`config.mk`:
```
export PLATFORM = sky130hd
export DESIGN_NAME = mc_controller_hs
export DESIGN_NICKNAME = d
export VERILOG_FILES = /design/src/rtl/mc_controller_hs.sv
export SDC_FILE = /design/constraint.sdc
export NUM_CORES = 1
export LEC_CHECK = 0
export CAP_MARGIN = 20
export CORE_MARGIN = 5
export CORE_UTILIZATION = 47
export CTS_CLUSTER_SIZE = 10
export DETAILED_ROUTE_END_ITERATION = 8
export HOLD_SLACK_MARGIN = 0.08
export PLACE_DENSITY = 0.86
export SLEW_MARGIN = 5
export SYNTH_ARGS = -nofsm -noshare
export SYNTH_HDL_FRONTEND = slang
export SYNTH_SLANG_ARGS = --single-unit
```
`constraint.sdc`:
```
create_clock -name clk -period 6 [get_ports clk]
set_input_delay 1.2 -clock clk [delete_from_list [all_inputs] [get_ports clk]]
set_output_delay 1.2 -clock clk [all_outputs]
set_load 0.005 [all_outputs]
```
`src/rtl/mc_controller_hs.sv`:
```
// Multi-cycle CPU control FSM with a memory ready handshake, bus-timeout trap,
// illegal-opcode trap, interrupt redirect and an exception state (PC <- vector).
module mc_controller_hs #(
  parameter int unsigned WAIT_W   = 4,
  parameter int unsigned MAX_WAIT = 15,
  parameter bit          IRQ_EN   = 1'b1
) (
  input  logic       clk,
  input  logic       reset,
  input  logic [5:0] OpCode,
  input  logic [5:0] Funct,
  input  logic       mem_ready,
  input  logic       irq,
  output logic       PCWrite,
  output logic       PCWriteCond,
  output logic       IorD,
  output logic       MemWrite,
  output logic       MemRead,
  output logic       IRWrite,
  output logic       RegWrite,
  output logic       ExtOp,
  output logic       LuiOp,
  output logic [1:0] MemtoReg,
  output logic [1:0] RegDst,
  output logic [1:0] ALUSrcA,
  output logic [1:0] ALUSrcB,
  output logic [1:0] PCSource,
  output logic [3:0] ALUOp,
  output logic       EPCWrite,
  output logic       CauseWrite,
  output logic [1:0] Cause,
  output logic [2:0] state_o
);

  typedef enum logic [2:0] {
    S_IF  = 3'd0,
    S_ID  = 3'd1,
    S_EX  = 3'd2,
    S_MEM = 3'd3,
    S_WB  = 3'd4,
    S_EXC = 3'd5
  } state_t;

  localparam logic [5:0] OP_R     = 6'h00;
  localparam logic [5:0] OP_J     = 6'h02;
  localparam logic [5:0] OP_JAL   = 6'h03;
  localparam logic [5:0] OP_BEQ   = 6'h04;
  localparam logic [5:0] OP_ADDI  = 6'h08;
  localparam logic [5:0] OP_ADDIU = 6'h09;
  localparam logic [5:0] OP_SLTI  = 6'h0a;
  localparam logic [5:0] OP_SLTIU = 6'h0b;
  localparam logic [5:0] OP_ANDI  = 6'h0c;
  localparam logic [5:0] OP_LUI   = 6'h0f;
  localparam logic [5:0] OP_LW    = 6'h23;
  localparam logic [5:0] OP_SW    = 6'h2b;

  localparam logic [WAIT_W-1:0] MAX_W = WAIT_W'(MAX_WAIT);

  state_t            state_q, state_d;
  logic [WAIT_W-1:0] wait_q, wait_d;
  logic [1:0]        cause_q, cause_d;

  logic is_r, is_j, is_jal, is_beq, is_lw, is_sw, is_imm, is_lui, is_andi, is_slt, legal;
  logic fn_shift, fn_jr, fn_jalr;
  logic timeout, exit_to_if;

  assign is_r     = (OpCode == OP_R);
  assign is_j     = (OpCode == OP_J);
  assign is_jal   = (OpCode == OP_JAL);
  assign is_beq   = (OpCode == OP_BEQ);
  assign is_lw    = (OpCode == OP_LW);
  assign is_sw    = (OpCode == OP_SW);
  assign is_lui   = (OpCode == OP_LUI);
  assign is_andi  = (OpCode == OP_ANDI);
  assign is_slt   = (OpCode == OP_SLTI) || (OpCode == OP_SLTIU);
  assign is_imm   = (OpCode == OP_ADDI) || (OpCode == OP_ADDIU) || is_slt || is_andi || is_lui;
  assign legal    = is_r || is_j || is_jal || is_beq || is_lw || is_sw || is_imm;
  assign fn_shift = (Funct == 6'h00) || (Funct == 6'h02) || (Funct == 6'h03);
  assign fn_jr    = (Funct == 6'h08);
  assign fn_jalr  = (Funct == 6'h09);

  // A completing access on the very cycle the counter reaches the limit wins over the trap.
  assign timeout  = (MAX_WAIT != 0) && (wait_q == MAX_W) && !mem_ready;

  always_comb begin
    PCWrite     = 1'b0;
    PCWriteCond = 1'b0;
    IorD        = 1'b0;
    MemWrite    = 1'b0;
    MemRead     = 1'b0;
    IRWrite     = 1'b0;
    RegWrite    = 1'b0;
    ExtOp       = 1'b0;
    LuiOp       = 1'b0;
    MemtoReg    = 2'b00;
    RegDst      = 2'b00;
    ALUSrcA     = 2'b00;
    ALUSrcB     = 2'b00;
    PCSource    = 2'b00;
    EPCWrite    = 1'b0;
    CauseWrite  = 1'b0;
    state_d     = state_q;
    cause_d     = cause_q;
    exit_to_if  = 1'b0;

    case (state_q)
      S_IF: begin
        MemRead = 1'b1;
        ALUSrcB = 2'b01;
        if (timeout) begin
          state_d = S_EXC;
          cause_d = 2'b10;
        end else if (mem_ready) begin
          IRWrite = 1'b1;
          PCWrite = 1'b1;
          state_d = S_ID;
        end
      end
      S_ID: begin
        ALUSrcB = 2'b11;
        if (legal) begin
          state_d = S_EX;
        end else begin
          state_d = S_EXC;
          cause_d = 2'b01;
        end
      end
      S_EX: begin
        if (is_j) begin
          PCWrite    = 1'b1;
          PCSource   = 2'b10;
          exit_to_if = 1'b1;
        end else if (is_jal) begin
          RegDst   = 2'b10;
          MemtoReg = 2'b10;
          RegWrite = 1'b1;
          state_d  = S_WB;
        end else if (is_beq) begin
          PCWriteCond = 1'b1;
          ALUSrcA     = 2'b01;
          PCSource    = 2'b01;
          exit_to_if  = 1'b1;
        end else if (is_r) begin
          ALUSrcA = fn_shift ? 2'b10 : 2'b01;
          if (fn_jr) begin
            PCWrite    = 1'b1;
            exit_to_if = 1'b1;
          end else begin
            if (fn_jalr) begin
              RegDst   = 2'b01;
              RegWrite = 1'b1;
            end
            state_d = S_WB;
          end
        end else if (is_lw || is_sw) begin
          ALUSrcA = 2'b01;
          ALUSrcB = 2'b10;
          state_d = S_MEM;
        end else if (is_imm) begin
          ALUSrcA = 2'b01;
          ALUSrcB = 2'b10;
          ExtOp   = 1'b1;
          LuiOp   = is_lui;
          state_d = S_WB;
        end else begin
          state_d = S_IF;
        end
      end
      S_MEM: begin
        IorD     = 1'b1;
        MemRead  = is_lw;
        MemWrite = is_sw;
        if (timeout) begin
          state_d = S_EXC;
          cause_d = 2'b10;
        end else if (mem_ready) begin
          if (is_lw) state_d = S_WB;
          else       exit_to_if = 1'b1;
        end
      end
      S_WB: begin
        if (is_jal || (is_r && fn_jalr)) begin
          PCWrite  = 1'b1;
          PCSource = 2'b10;
        end else if (is_r) begin
          RegWrite = 1'b1;
          RegDst   = 2'b01;
        end else if (is_lw) begin
          RegWrite = 1'b1;
          MemtoReg = 2'b01;
        end else if (is_imm) begin
          RegWrite = 1'b1;
        end
        exit_to_if = 1'b1;
      end
      S_EXC: begin
        EPCWrite   = 1'b1;
        CauseWrite = 1'b1;
        PCWrite    = 1'b1;
        PCSource   = 2'b11;
        state_d    = S_IF;
      end
      default: state_d = S_IF;
    endcase

    // Interrupts are taken only at an instruction boundary, after the PC update.
    if (exit_to_if) begin
      if (IRQ_EN && irq) begin
        state_d = S_EXC;
        cause_d = 2'b00;
      end else begin
        state_d = S_IF;
      end
    end
  end

  always_comb begin
    ALUOp[3]   = OpCode[0];
    ALUOp[2:0] = 3'b000;
    if (state_q == S_EX || state_q == S_MEM || state_q == S_WB) begin
      if (is_r)         ALUOp[2:0] = 3'b010;
      else if (is_beq)  ALUOp[2:0] = 3'b001;
      else if (is_andi) ALUOp[2:0] = 3'b100;
      else if (is_slt)  ALUOp[2:0] = 3'b101;
    end
  end

  always_comb begin
    if (state_d != state_q)
      wait_d = '0;
    else if ((state_q == S_IF || state_q == S_MEM) && !mem_ready && (wait_q != '1))
      wait_d = wait_q + 1'b1;
    else
      wait_d = wait_q;
  end

  always_ff @(posedge clk) begin
    if (!reset) begin
      state_q <= S_IF;
      wait_q  <= '0;
      cause_q <= 2'b00;
    end else begin
      state_q <= state_d;
      wait_q  <= wait_d;
      cause_q <= cause_d;
    end
  end

  assign state_o = state_q;
  assign Cause   = (state_q == S_EXC) ? cause_q : 2'b00;

endmodule

```
# [Yosys cells after proc, flatten, opt, wreduce, memory -nomap -nowiden]
# Cells that the tools add are included.
[word_totals] memories=0 reg_bits=9 word_cells=167 output_inout_bits=30 romBits=0 mem_bits_rw=0 input_bits=16 latchBits=0
[classes] n_addsub=1 reduce_logical=28 mux=111 magnitude_cmp=0 n_bitwise=1 shift=0 n_eq_ne=23 multipliers=0 n_div=0
[ops] operator="$mux W3" n=20
[ops] operator="$mux W1" n=58
[ops] operator="$eq A6 B4 Y1 const B" n=8
[ops] operator="$mux W2" n=23
[ops] operator="$eq A6 B2 Y1 const B" n=4
[ops] operator="$logic_or A1 B1 Y1" n=18
[ops] operator="$pmux W3 S5" n=1
[ops] operator="$eq A6 B6 Y1 const B" n=2
[ops] operator="$logic_not A6 Y1" n=2
[ops] operator="$pmux W2 S2" n=3
[ops] operator="$pmux W2 S3" n=2
[ops] operator="$eq A3 B2 Y1 const B" n=2
[ops] operator="$eq A3 B3 Y1 const B" n=2
[ops] operator="$eq A6 B3 Y1 const B" n=1
[ops] operator="$add A4 B1 Y4 const B" n=1
[ops] operator="$eq A4 B4 Y1 const B" n=1
[ops] operator="$logic_and A1 B1 Y1" n=4
[ops] operator="$ne A4 B4 Y1 const B" n=1
[ops] operator="$pmux W1 S2" n=2
[ops] operator="$pmux W1 S4" n=1
[ops] operator="$reduce_or A2 Y1" n=2
[ops] operator="$eq A3 B1 Y1 const B" n=1
[ops] operator="$logic_not A3 Y1" n=1
[ops] operator="$ne A3 B3 Y1" n=1
[ops] operator="3 further kinds" n=3

# [Depth between registers and ports, before layout]
# Gate-level depths: netlist of the first run.
[logic_depth] ltp_word=15 depth_mapped=8

# [Worst setup path after synthesis of the first run]
# No wires, ideal clock.
[synth_timing] path_type="input to output" start="input port Funct[2]" end="output port PCWrite" path_stages=7 required_ns=4.800 t_arrival_ns=2.564 n_path_buf=0 slack_ns=2.236 path_cell_list="nor4b_2 nand3b_1 or3_1 a21oi_1 o21ai_0 o31ai_1 or3_1"
[synth_via] elab_chain_len=7 elab_cells_between_ends=11
[synth_lines] element="from (decl)" line_no="11" text="input logic [5:0] Funct,"
[synth_lines] element="$eq A6 B4 Y1" line_no="79" text="assign fn_jr = (Funct == 6'h08);"
[synth_lines] element="$mux W1" line_no="145" text="if (fn_jr) begin"
[synth_lines] element="$mux W1" line_no="143" text="end else if (is_r) begin"
[synth_lines] element="$mux W1" line_no="138" text="end else if (is_beq) begin"
[synth_lines] element="$mux W1" line_no="133" text="end else if (is_jal) begin"
[synth_lines] element="$mux W1" line_no="129" text="if (is_j) begin"
[synth_lines] element="$pmux W1 S4 (*)" line_no="106" text="case (state_q)"
[synth_lines] element="to (decl)" line_no="14" text="output logic PCWrite,"
# Every way passes the cells marked *; elsewhere a longest branch is shown, timed or not.

# [Worst setup path after layout of the first run]
# Same ends and word-level chain as after synthesis.

==> metrics.md, run 1 <==
| Metric | Value |
|---|---|
| Startpoint types | primary input |
| Max_slew headroom | 0.595 |
| Initial core utilization | 0.481 |
| Core ar. | roughly 0.0024 mm² |
| Setup_tns | 0 ps |
| Post-route ant nets | 0 |
| Distinct cells, synth | 54 |
| Placed Cells | between 200 and 250 |
| Register bit count reported by yosys | 9 |
| Critical-path maximum fanout | 4 |
| Post-Synth Simple-Gate Area | 0.449 |
| Synth Area in Compound Gates | 0.242 |
| Clk pin slew, worst setup/hold paths | ~60 ps |
| Unrepaired setup endpoints after global routing | no |
| Largest family of logic cells by synthesized area | simple AND/OR/NAND/NOR gates |
| Worst path required time | roughly 4800 ps |
| Clk pwr share | 0.118 |
| Drt first pass iters | 4 |
| CTS tree | yes |
| Antenna diode count | 0 |
| Worst hold-check path type | flop to flop |
| Total gr overflow | 0 |
| Worst Path Buf+Inv | 2 |
| Final WL | ~3.6 mm |
| Port bufs | 45 |
| Part of the power in registers | 0.263 |
| Setup Fix Bufs, Post-CTS | 0 |
| Clk buf depth | 2 |
| Power share of the combinational group | 0.620 |
| DRC Markers | 0 |
| Row count | 18 |
| Largest net degree at the start of global routing | 17 |
| DR vias/cell | 6.07 |
| Root buffer cell | clkbuf_4 |
| Crit path kind | primary input to output pin |
| PostCTS Resize Cnt | 0 |
| Vias in the first global route | 1357 |
| VDD IR max | between 0.2 and 0.3 mV |
| Global-route wire length before repair | around 6.0 mm |
| Final Total Pwr | about 0.38 mW |
| Synthesized instance count | roughly 160 |
| Endpoints failing hold | 0 |
| Worst-margin pin slew | between 600 and 700 ps |
| Switch share | 0.423 |
| Fin cells | 233 |
| Final setup fails | 0 |
| DR WL/cell | about 15 µm |
| Vias post-DR | ~1400 |
| Final setup margin | 1130 ps |
| Worst-path cell chain | clkdlybuf4s50_1, nor4b_2, nand3b_1, or3_1, a21oi_1, o21ai_0, o31ai_1, or3_1, clkdlybuf4s50_1 |
| Status | finished, final reports clean |
| Adder-Cell Fraction of Synth Area | 0.0107 |
| Post-DP HPWL | about 2.8 mm |
| Worst path top cell family by delay | simple AND/OR/NAND/NOR gates |
| CP max stage cell | clkdlybuf4s50_1 |
| Asr flop ratio synth | 0 |
| Pleak | approximately 0.6 nW |
| Worst Clk Skew | approximately 8.3 ps |
| H-tree Lvls | 1 |
| Tot GR Track Use | 0.209 |
| Die area | ~0.0036 mm² |
| Main flop type after synthesis | dfxtp_1 |
| Worst setup EP type | output pin |
| Internal | roughly 0.22 mW |
| Seq/Total Area, Yosys | 0.154 |
| Syn Area/Cell | ~7 µm² |
| Worst-Skew Late Latency | 250 ps |
| Net Switching | around 0.16 mW |
| Cell area after synthesis | about 0.0012 mm² |
| Pwr/cell area | ~230 mW/mm² |
| Data arrival, critical path | ~3700 ps |
| Setup slack after placement | 1150 ps |
| Minimum clock period | ~5000 ps |
| Post-synth EDFFs | 0 |
| Nets@finish | 221 |
| Final Hold Slack | a little under 500 ps |
| Slew Viols, Final | 0 |
| IO Pins | 46 |
| Syn nets | about 180 |
| Die H | between 50 and 60 µm |
| Area Overhead vs Synth | 38.1% |
| Clock Sinks | 9 |
| Total CTS buffers | 3 |
| Max_cap viols | 0 |
| Hold-fix buffers, CTS | 0 |
| R2r worst-path depth | 6 |
| Ys Warns | 0 |
| Hold path cells | 2 |
| Synth Area in XOR/XNOR | 0.0439 |
| Layout cells sized above 1 | 0.0837 |
| Maximum clock frequency | between 0.2 and 0.25 GHz |
| Post-synthesis mux area share | 0.0257 |
| DRT iter0 DRCs | 77 |
| Antenna violations before repair | 0 |
| Crit path depth | 9 |
| Die Wd | 59.9 µm |
| CP max stage delay | 500 ps |
| Gpl congestion | 0.892 |
| Final period utilization | 0.811 |
-- worst min-delay path, cell delays in order (launching register included) --
cell,delay (ps)
dfxtp_1,310
inv_1,50
a221oi_1,70
-- cell usage in the layout (no fill, tap or decap), types with 2 or more instances in the layout --
cell type	count
o21ai_0	10
nor3b_1	5
nor2b_1	6
nand3b_1	2
a21oi_1	12
a211oi_1	2
and2_1	6
dfxtp_1	9
o21ai_2	2
nand3_1	2
a22oi_1	2
mux2i_1	3
nand2b_1	3
and3_1	5
a221o_1	2
clkbuf_4	3
and2b_1	2
clkdlybuf4s50_1	45
nand2_1	17
nor4_2	2
or2_2	2
nor3_1	7
or3_1	3
nor2_1	15
inv_1	5
xor2_1	3
-- final timing paths --
kind	startpoint	to	slack [ps]
setup / recovery	Funct[2]	PCWrite	1130
hold reg to reg	cause_q[0]	cause_q[0]	480
setup reg to reg	state_o[2]	wait_q[2]	3630
hold / removal	cause_q[0]	cause_q[0]	480
-- cells by family after synthesis --
kind of cell | Yosys count
and+or+nand+nor | 89
AOI/OAI and AO/OA | 42
buffers and inverters | 15
DFF | 9
xor gates and xnor gates | 5
muxes | 3
adders and majority gates | 1
-- Yosys cell counts, types with 2 or more instances --
library cell | n | share of area
a21oi_1 | 12 | 0.051
inv_1 | 5 | 0.016
mux2i_1 | 3 | 0.026
nor2b_1 | 6 | 0.032
dfxtp_1 | 9 | 0.15
buf_4 | 5 | 0.032
nand2b_1 | 3 | 0.016
nor2_1 | 15 | 0.048
o21ai_0 | 10 | 0.043
or3_1 | 3 | 0.016
nor3b_1 | 5 | 0.032
nand3b_1 | 2 | 0.013
xor2_1 | 3 | 0.022
and3_1 | 5 | 0.027
nand3_1 | 2 | 0.0086
o21ai_2 | 2 | 0.015
nor3_1 | 7 | 0.030
and2_1 | 6 | 0.032
a22oi_1 | 2 | 0.013
a211oi_1 | 2 | 0.013
and2b_1 | 2 | 0.013
a221o_1 | 2 | 0.017
buf_2 | 4 | 0.017
nor4_2 | 2 | 0.021
nand2_1 | 17 | 0.055
or2_2 | 2 | 0.011
-- registers in the layout, indices dropped and copies added, names as in the netlist --
signal	count
cause_q	2
state_o	3
wait_q	4
-- metal layers --
metal	GRT usage	part of all wire
met1	0.285	0.44
met2	0.332	0.46
met3	0.0475	0.090
met4	0.0538	0.0095
met5	0	0
-- power groups by stage --
stage	sequential [mW]	combinational [mW]	clock (mW)
final	0.0996	0.235	0.0446
after global placement	0.0989	0.227	0
after global routing	0.102	0.256	0.0515
after floorplan	0.0827	0.157	0
after CTS	0.0989	0.236	0.0460
after detailed placement	0.101	0.234	0
-- cell type report --
cell class,count,area (µm²)
Multi-Input combinational cell,140,902
Timing Repair Buffer,45,450
Clock buffer,4,26.3
Tap cell,30,37.5
Sequential cell,9,180
Fill cell,222,817
Inverter,5,18.8
-- metrics by stage --
step	cell area, µm²	utilization
6_report	1620	0.664
3_3_place_gp	1590	0.653
5_1_grt	1620	0.664
2_1_floorplan	1170	-
4_1_cts	1620	0.664
3_5_place_dp	1590	0.653
(Power assumes the default switching activity.)
==> inputs of run 2 (changes only) <==
- CORE_UTILIZATION: 47 -> 39
- PLACE_DENSITY: 0.86 -> 0.76
- clock period: 6 -> 4.3 ns (I/O delays scaled with it)
==> run 2 against run 1 <==
Effect of this change:
- clock power up 49%
- count of clock-buffer cells in the layout down 1
- via count down 0.35%
- largest cell class unchanged
- sequential power up 41%
- worst setup slack worse by 970 ps
- wire length up 4.4%
- global-route usage down 3.7 points
- critical endpoint unchanged
- die area up 17%
- clock skew up 6.6 ps
==> metrics.md, run 2 (same netlist as run 1, synthesis figures left out) <==
| Metric | Value |
|---|---|
| Worst hold-check path type | flop to flop (unchanged) |
| Core ar. | 0.00281 mm² (was 0.00243 mm²) |
| Setup slack after placement | 160 ps (was 1150 ps) |
| Worst min-delay path endpoint | cause_q[0] (unchanged) |
| Drt first pass iters | 4 (unchanged) |
| Critical-path maximum fanout | 4 (unchanged) |
| FF-to-FF End | wait_q[2] (unchanged) |
| Clk buf depth | 2 (unchanged) |
| Clock Sinks | 9 (unchanged) |
| Crit path kind | primary input to output pin (unchanged) |
| Placement-stage cell area | 0.00161 mm² (was 0.00159 mm²) |
| Slew Viols, Final | 0 (unchanged) |
| Post-DP HPWL | 2.97 mm (was 2.84 mm) |
| VDD IR max | 0.381 mV (was 0.283 mV) |
| Final Hold Slack | 460 ps (was 482 ps) |
| Final Total Pwr | 0.541 mW (was 0.379 mW) |
| CP max stage cell | clkdlybuf4s50_1 (unchanged) |
| Tot GR Track Use | 0.172 (was 0.209) |
| Post-route cell area | 0.00164 mm² (was 0.00162 mm²) |
| Antenna diode count | 0 (unchanged) |
| Startpoint types | primary input (unchanged) |
| Hold-fix buffers, CTS | 0 (unchanged) |
| M1 WL | 1.74 mm (was 1.58 mm) |
| Hold Crit Start | cause_q[0] (unchanged) |
| Setup_tns | 0 ps (unchanged) |
| Root buffer cell | clkbuf_4 (unchanged) |
| Reg2Reg Setup Slack | 1950 ps (was 3630 ps) |
| Antenna violations before repair | 0 (unchanged) |
| Final setup margin | 168 ps (was 1130 ps) |
| Area of the multi-input gates | 911 µm² (was 902 µm²) |
| Max_slew headroom | 0.586 (was 0.595) |
| DRC Markers | 0 (unchanged) |
| IO Pins | 46 (unchanged) |
| Die H | 64.8 µm (was 59.9 µm) |
| Met2 WL | 1.68 mm (was 1.65 mm) |
| Commonest non-fill, non-tap cell in the layout | clkdlybuf4s50_1 (unchanged) |
| Most frequent cells in the layout | clkdlybuf4s50_1, nand2_1, nor2_1 (unchanged) |
| Data arrival, critical path | 3270 ps (was 3670 ps) |
| Max reg flops | 4 (unchanged) |
| Worst Clk Skew | 14.9 ps (was 8.29 ps) |
| Max_cap viols | 0 (unchanged) |
| Die Wd | 64.8 µm (was 59.9 µm) |
| Vias post-DR | 1409 (was 1414) |
| Worst-margin pin slew | 619 ps (was 605 ps) |
| Final period utilization | 0.961 |
| R2r worst-path depth | 6 (unchanged) |
| Pwr/cell area | 330 mW/mm² (was 235 mW/mm²) |
| Unrepaired setup endpoints after global routing | no (unchanged) |
| Post-route ant nets | 0 (unchanged) |
| Gpl congestion | 0.917 (was 0.892) |
| Total gr overflow | 0 (unchanged) |
| Worst path top cell family by delay | simple AND/OR/NAND/NOR gates (unchanged) |
| Largest net degree at the start of global routing | 17 (unchanged) |
| DR WL/cell | 15.8 µm (was 15.4 µm) |
| Most flops, register | wait_q (unchanged) |
| H-tree Lvls | 1 (unchanged) |
| Worst setup EP type | output pin (unchanged) |
| Layout cells sized above 1 | 0.0976 (was 0.0837) |
| Final setup fails | 0 (unchanged) |
| Top layer in use | met4 (unchanged) |
| Worst-Skew Late Latency | 270 ps (was 250 ps) |
| Port bufs | 45 (unchanged) |
| Final WL | 3.74 mm (was 3.58 mm) |
| Area Overhead vs Synth | 40.3% (was 38.1%) |
| Worst Path Buf+Inv | 2 (unchanged) |
| Vias in the first global route | 1264 (was 1357) |
| Fillers | 268 (was 222) |
| CP max stage delay | 500 ps (about the same) |
| Worst path required time | 3440 ps (was 4800 ps) |
| Die area | 0.00420 mm² (was 0.00359 mm²) |
| Reg area | 180 µm² (unchanged) |
| Pleak | 0.627 nW (was 0.609 nW) |
| Global-route wire length before repair | 5.87 mm (was 5.99 mm) |
| CTS tree | yes (unchanged) |
| Clk pin slew, worst setup/hold paths | 60 ps (about the same) |
| Endpoints failing hold | 0 (unchanged) |
| Maximum clock frequency | around 0.24 GHz |
| Minimum clock period | between 4000 and 5000 ps |
| Initial core utilization | 0.417 (was 0.481) |
| Row count | 19 (was 18) |
| Total CTS buffers | 3 (unchanged) |
| Reg-to-Reg Start | state_o[2] (unchanged) |
| Metal3 WL | 276 µm (was 322 µm) |
| DR vias/cell | 5.97 (was 6.07) |
| Nets@finish | 223 (was 221) |
| Hold path cells | 2 (unchanged) |
| DRT iter0 DRCs | 67 (was 77) |
| Status | finished, final reports clean (unchanged) |
| Worst-path cell chain | clkdlybuf4s50_1, nor4b_4, nand3b_1, or3_1, a21oi_1, o21ai_0, o31ai_1, or3_1, clkdlybuf4s50_1 (was clkdlybuf4s50_1, nor4b_2, nand3b_1, or3_1, a21oi_1, o21ai_0, o31ai_1, or3_1, clkdlybuf4s50_1) |
-- run 2: cell types whose count changed in the layout (fill, tap and decap cells not counted), sizes merged --
| cell | delta |
|---|---|
| buf | +2 |
| clkbuf | -1 |
| clkinv | +1 |
-- run 2: power by group --
| part | internal, mW | leakage (nW) | switching, mW |
|---|---|---|---|
| logic | 0.171 | 0.536 | 0.163 |
| clock network | 0.0343 | 0.0177 | 0.0321 |
| registers | 0.100 | 0.0731 | 0.0399 |
-- run 2: worst max-delay path by stage --
stage	from	end	slack [ps]	cells past startpoint
floorplan	Funct[2]	PCWrite	1220	7
global placement	Funct[2]	PCWrite	220	9
detailed placement	Funct[2]	PCWrite	160	9
CTS	Funct[2]	PCWrite	150	9
global route	Funct[2]	PCWrite	50	9
finish	Funct[2]	PCWrite	170	9
-- run 2: worst reg2reg max path: stages (launching register included) --
cell and delay, ps:
dfxtp_1 580, nor2b_1 400, nor2b_1 460, o21ai_2 170, xor2_1 180, nand4_2 180
nor4_2 280
-- run 2: layer usage --
layer / up-vias / GRT usage
met1: 660 / 0.241
met3: 4 / 0.0380
li1: 680 / -
met4: 0 / 0.0580
met2: 65 / 0.259
met5: - / 0
-- run 2: cell type report --
cell class,count,share of cell area
multi-input cells,140,0.555
repair buffers,47,0.284
flip-flops and latches,9,0.110
well taps,31,0.0236
clock buffers,3,0.0137
inverters,5,0.0114
clock inverters,1,0.00305
-- run 2: stage by stage --
step / utilization / cells
after floorplan: - / 164
after global placement: 0.572 / 232
after detailed placement: 0.572 / 232
after CTS: 0.582 / 236
after global routing: 0.585 / 236
final: 0.585 / 236
-- run 2: repair_timing --
item	CTS	global route
buffers inserted	0	0
hold endpoints to repair	0	0
setup endpoints to repair	0	1
resized for setup	0	1
==> inputs of run 3 (changes only) <==
- CORE_ASPECT_RATIO: not set -> 1.4
- PLACE_DENSITY: 0.76 -> 0.88
- SLEW_MARGIN: 5 -> not set
==> run 3 against run 2 <==
Effect of this change:
- non-clock buffer count increased by 2
- global-route usage shrank 0.51 points
- critical path depth is the same
- sequential share of layout area shrank 0.26 points
- die area increased by 0.37%
- cell count rose by 3.4%
==> metrics.md, run 3 (same netlist as run 1, synthesis figures left out) <==
| Metric | Value |
|---|---|
| Switch share | 0.404 (was 0.435) |
| Root buffer cell | clkbuf_8 (was clkbuf_4) |
| Area of the multi-input gates | 911 µm² (unchanged) |
| Core ar. | 0.00288 mm² (was 0.00281 mm²) |
| Worst path required time | 3440 ps (about the same) |
| Worst-margin pin slew | 585 ps (was 619 ps) |
| Critical-path maximum fanout | 3 (was 4) |
| Endpoints failing hold | 0 (unchanged) |
| Internal | 0.338 mW (was 0.306 mW) |
| Initial core utilization | 0.407 (was 0.417) |
| Largest net degree at the start of global routing | 16 (was 17) |
| Vias post-DR | 1377 (was 1409) |
| Most frequent cells in the layout | clkdlybuf4s50_1, nand2_1, nor2_1 (unchanged) |
| Max reg flops | 4 (unchanged) |
| Fillers | 276 (was 268) |
| VDD IR max | 0.264 mV (was 0.381 mV) |
| Slew Viols, Final | 0 (unchanged) |
| Vias in the first global route | 1318 (was 1264) |
| Reg area | 180 µm² (unchanged) |
| Global-route wire length before repair | 5.68 mm (was 5.87 mm) |
| Pleak | 0.641 nW (was 0.627 nW) |
| Top layer in use | met4 (unchanged) |
| Die area | 0.00421 mm² (was 0.00420 mm²) |
| Net Switching | 0.229 mW (was 0.235 mW) |
| Final setup fails | 0 (unchanged) |
| Met2 WL | 1.93 mm (was 1.68 mm) |
| Layout cells sized above 1 | 0.101 (was 0.0976) |
| Clk buf depth | 2 (unchanged) |
| Worst-Skew Late Latency | 230 ps (was 270 ps) |
| Antenna violations before repair | 0 (unchanged) |
| Total CTS buffers | 3 (unchanged) |
| Tot GR Track Use | 0.167 (was 0.172) |
| Setup_tns | 0 ps (unchanged) |
| Metal3 WL | 180 µm (was 276 µm) |
| Max_cap viols | 0 (unchanged) |
| Minimum clock period | 4090 ps (was 4130 ps) |
| Part of the power in registers | 0.244 (was 0.259) |
| Unrepaired setup endpoints after global routing | no (unchanged) |
| Crit path kind | primary input to output pin (unchanged) |
| Worst hold-check path type | flop to flop (unchanged) |
| Row count | 23 (was 19) |
| Data arrival, critical path | 3230 ps (was 3270 ps) |
| Clk pwr share | 0.171 (was 0.123) |
| H-tree Lvls | 1 (unchanged) |
| Placed Cells | 239 (was 232) |
| Die Wd | 56.3 µm (was 64.8 µm) |
| Pwr/cell area | 337 mW/mm² (was 330 mW/mm²) |
| Antenna diode count | 0 (unchanged) |
| M1 WL | 1.36 mm (was 1.74 mm) |
| Hold-fix buffers, CTS | 0 (unchanged) |
| Total gr overflow | 0 (unchanged) |
| Gpl congestion | 0.925 (was 0.917) |
| Startpoint types | primary input (unchanged) |
| Area Overhead vs Synth | 43.7% (was 40.3%) |
| Status | finished, final reports clean (unchanged) |
| Die H | 74.8 µm (was 64.8 µm) |
| Fin cells | 244 (was 236) |
| Post-DP HPWL | 2.86 mm (was 2.97 mm) |
| Maximum clock frequency | 0.244 GHz (was 0.242 GHz) |
| Worst setup EP type | output pin (unchanged) |
| Final core occ | 0.584 (was 0.585) |
| Commonest non-fill, non-tap cell in the layout | clkdlybuf4s50_1 (unchanged) |
| Max_slew headroom | 0.608 (was 0.586) |
| DRT iter0 DRCs | 85 (was 67) |
| CTS tree | yes (unchanged) |
| Drt first pass iters | 4 (unchanged) |
| DR vias/cell | 5.64 (was 5.97) |
| Nets@finish | 225 (was 223) |
| IO Pins | 46 (unchanged) |
| Final WL | 3.55 mm (was 3.74 mm) |
| Clk pin slew, worst setup/hold paths | 40 ps (was 60 ps) |
| Most flops, register | wait_q (unchanged) |
| Clock Sinks | 9 (unchanged) |
| Power share of the combinational group | 0.585 (was 0.618) |
| DRC Markers | 0 (unchanged) |
| Port bufs | 45 (unchanged) |
| Final period utilization | 0.952 (was 0.961) |
| DR WL/cell | 14.6 µm (was 15.8 µm) |
| Worst Clk Skew | 3.35 ps (was 14.9 ps) |
| Post-route ant nets | 0 (unchanged) |
-- run 3: changes by cell type in the layout (fill, tap and decap cells not counted), sizes merged --
cell and change:
buf +2, clkinv -1, clkbuf +1
-- run 3: layer usage --
| layer | vias up | global-route usage |
|---|---|---|
| met5 | - | 0 |
| met4 | 0 | 0.0792 |
| met3 | 11 | 0.0189 |
| met2 | 49 | 0.341 |
| met1 | 636 | 0.167 |
| li1 | 681 | - |
-- run 3: path summary, 6_finish.rpt --
| path | from | to | slack, ps | cells past startpoint |
|---|---|---|---|---|
| setup / recovery | Funct[4] | PCWrite | 210 | 9 |
| hold / removal | cause_q[0] | cause_q[0] | 470 | 2 |
| setup reg to reg | state_o[2] | wait_q[2] | 2060 | 7 |
| hold reg to reg | cause_q[0] | cause_q[0] | 470 | 2 |
-- run 3: worst max-delay path, stage by stage --
cell	delay, ps
clkdlybuf4s50_1	460
nor4b_4	350
nand3b_1	160
or3_1	320
a21oi_1	210
o21ai_0	100
o31ai_1	120
or3_1	160
clkdlybuf4s50_1	490
-- run 3: timing repair --
item                                    in CTS  in global routing
endpoints found under the setup margin       0                  1
resized for setup                            0                  1
buffers inserted                             0                  1
-- run 3: through the flow --
stage | instance area [µm²] | hold WS (ps) | setup WS (ps) | total power [mW]
after floorplan | 1170 | 435 | 1220 | 0.334
after global placement | 1620 | 454 | 185 | 0.461
after detailed placement | 1620 | 461 | 110 | 0.467
after CTS | 1670 | 468 | 111 | 0.570
after global routing | 1680 | 493 | 39.6 | 0.612
final | 1680 | 468 | 205 | 0.567
-- run 3: layout make-up --
cell class | instances | share of cell area
sequential | 9 | 0.107
clock buffer | 4 | 0.0268
timing repair buffer | 49 | 0.286
tap | 37 | 0.0275
multi-input combinational | 140 | 0.542
inverter | 5 | 0.0112
-- run 3: power by group through the flow --
stage | Combinational (mW) | Clock, mW | Sequential (mW)
final | 0.331 | 0.0970 | 0.139
after CTS | 0.332 | 0.100 | 0.138
after floorplan | 0.219 | 0 | 0.115
after detailed placement | 0.328 | 0 | 0.139
after global placement | 0.323 | 0 | 0.138
after global routing | 0.366 | 0.104 | 0.142
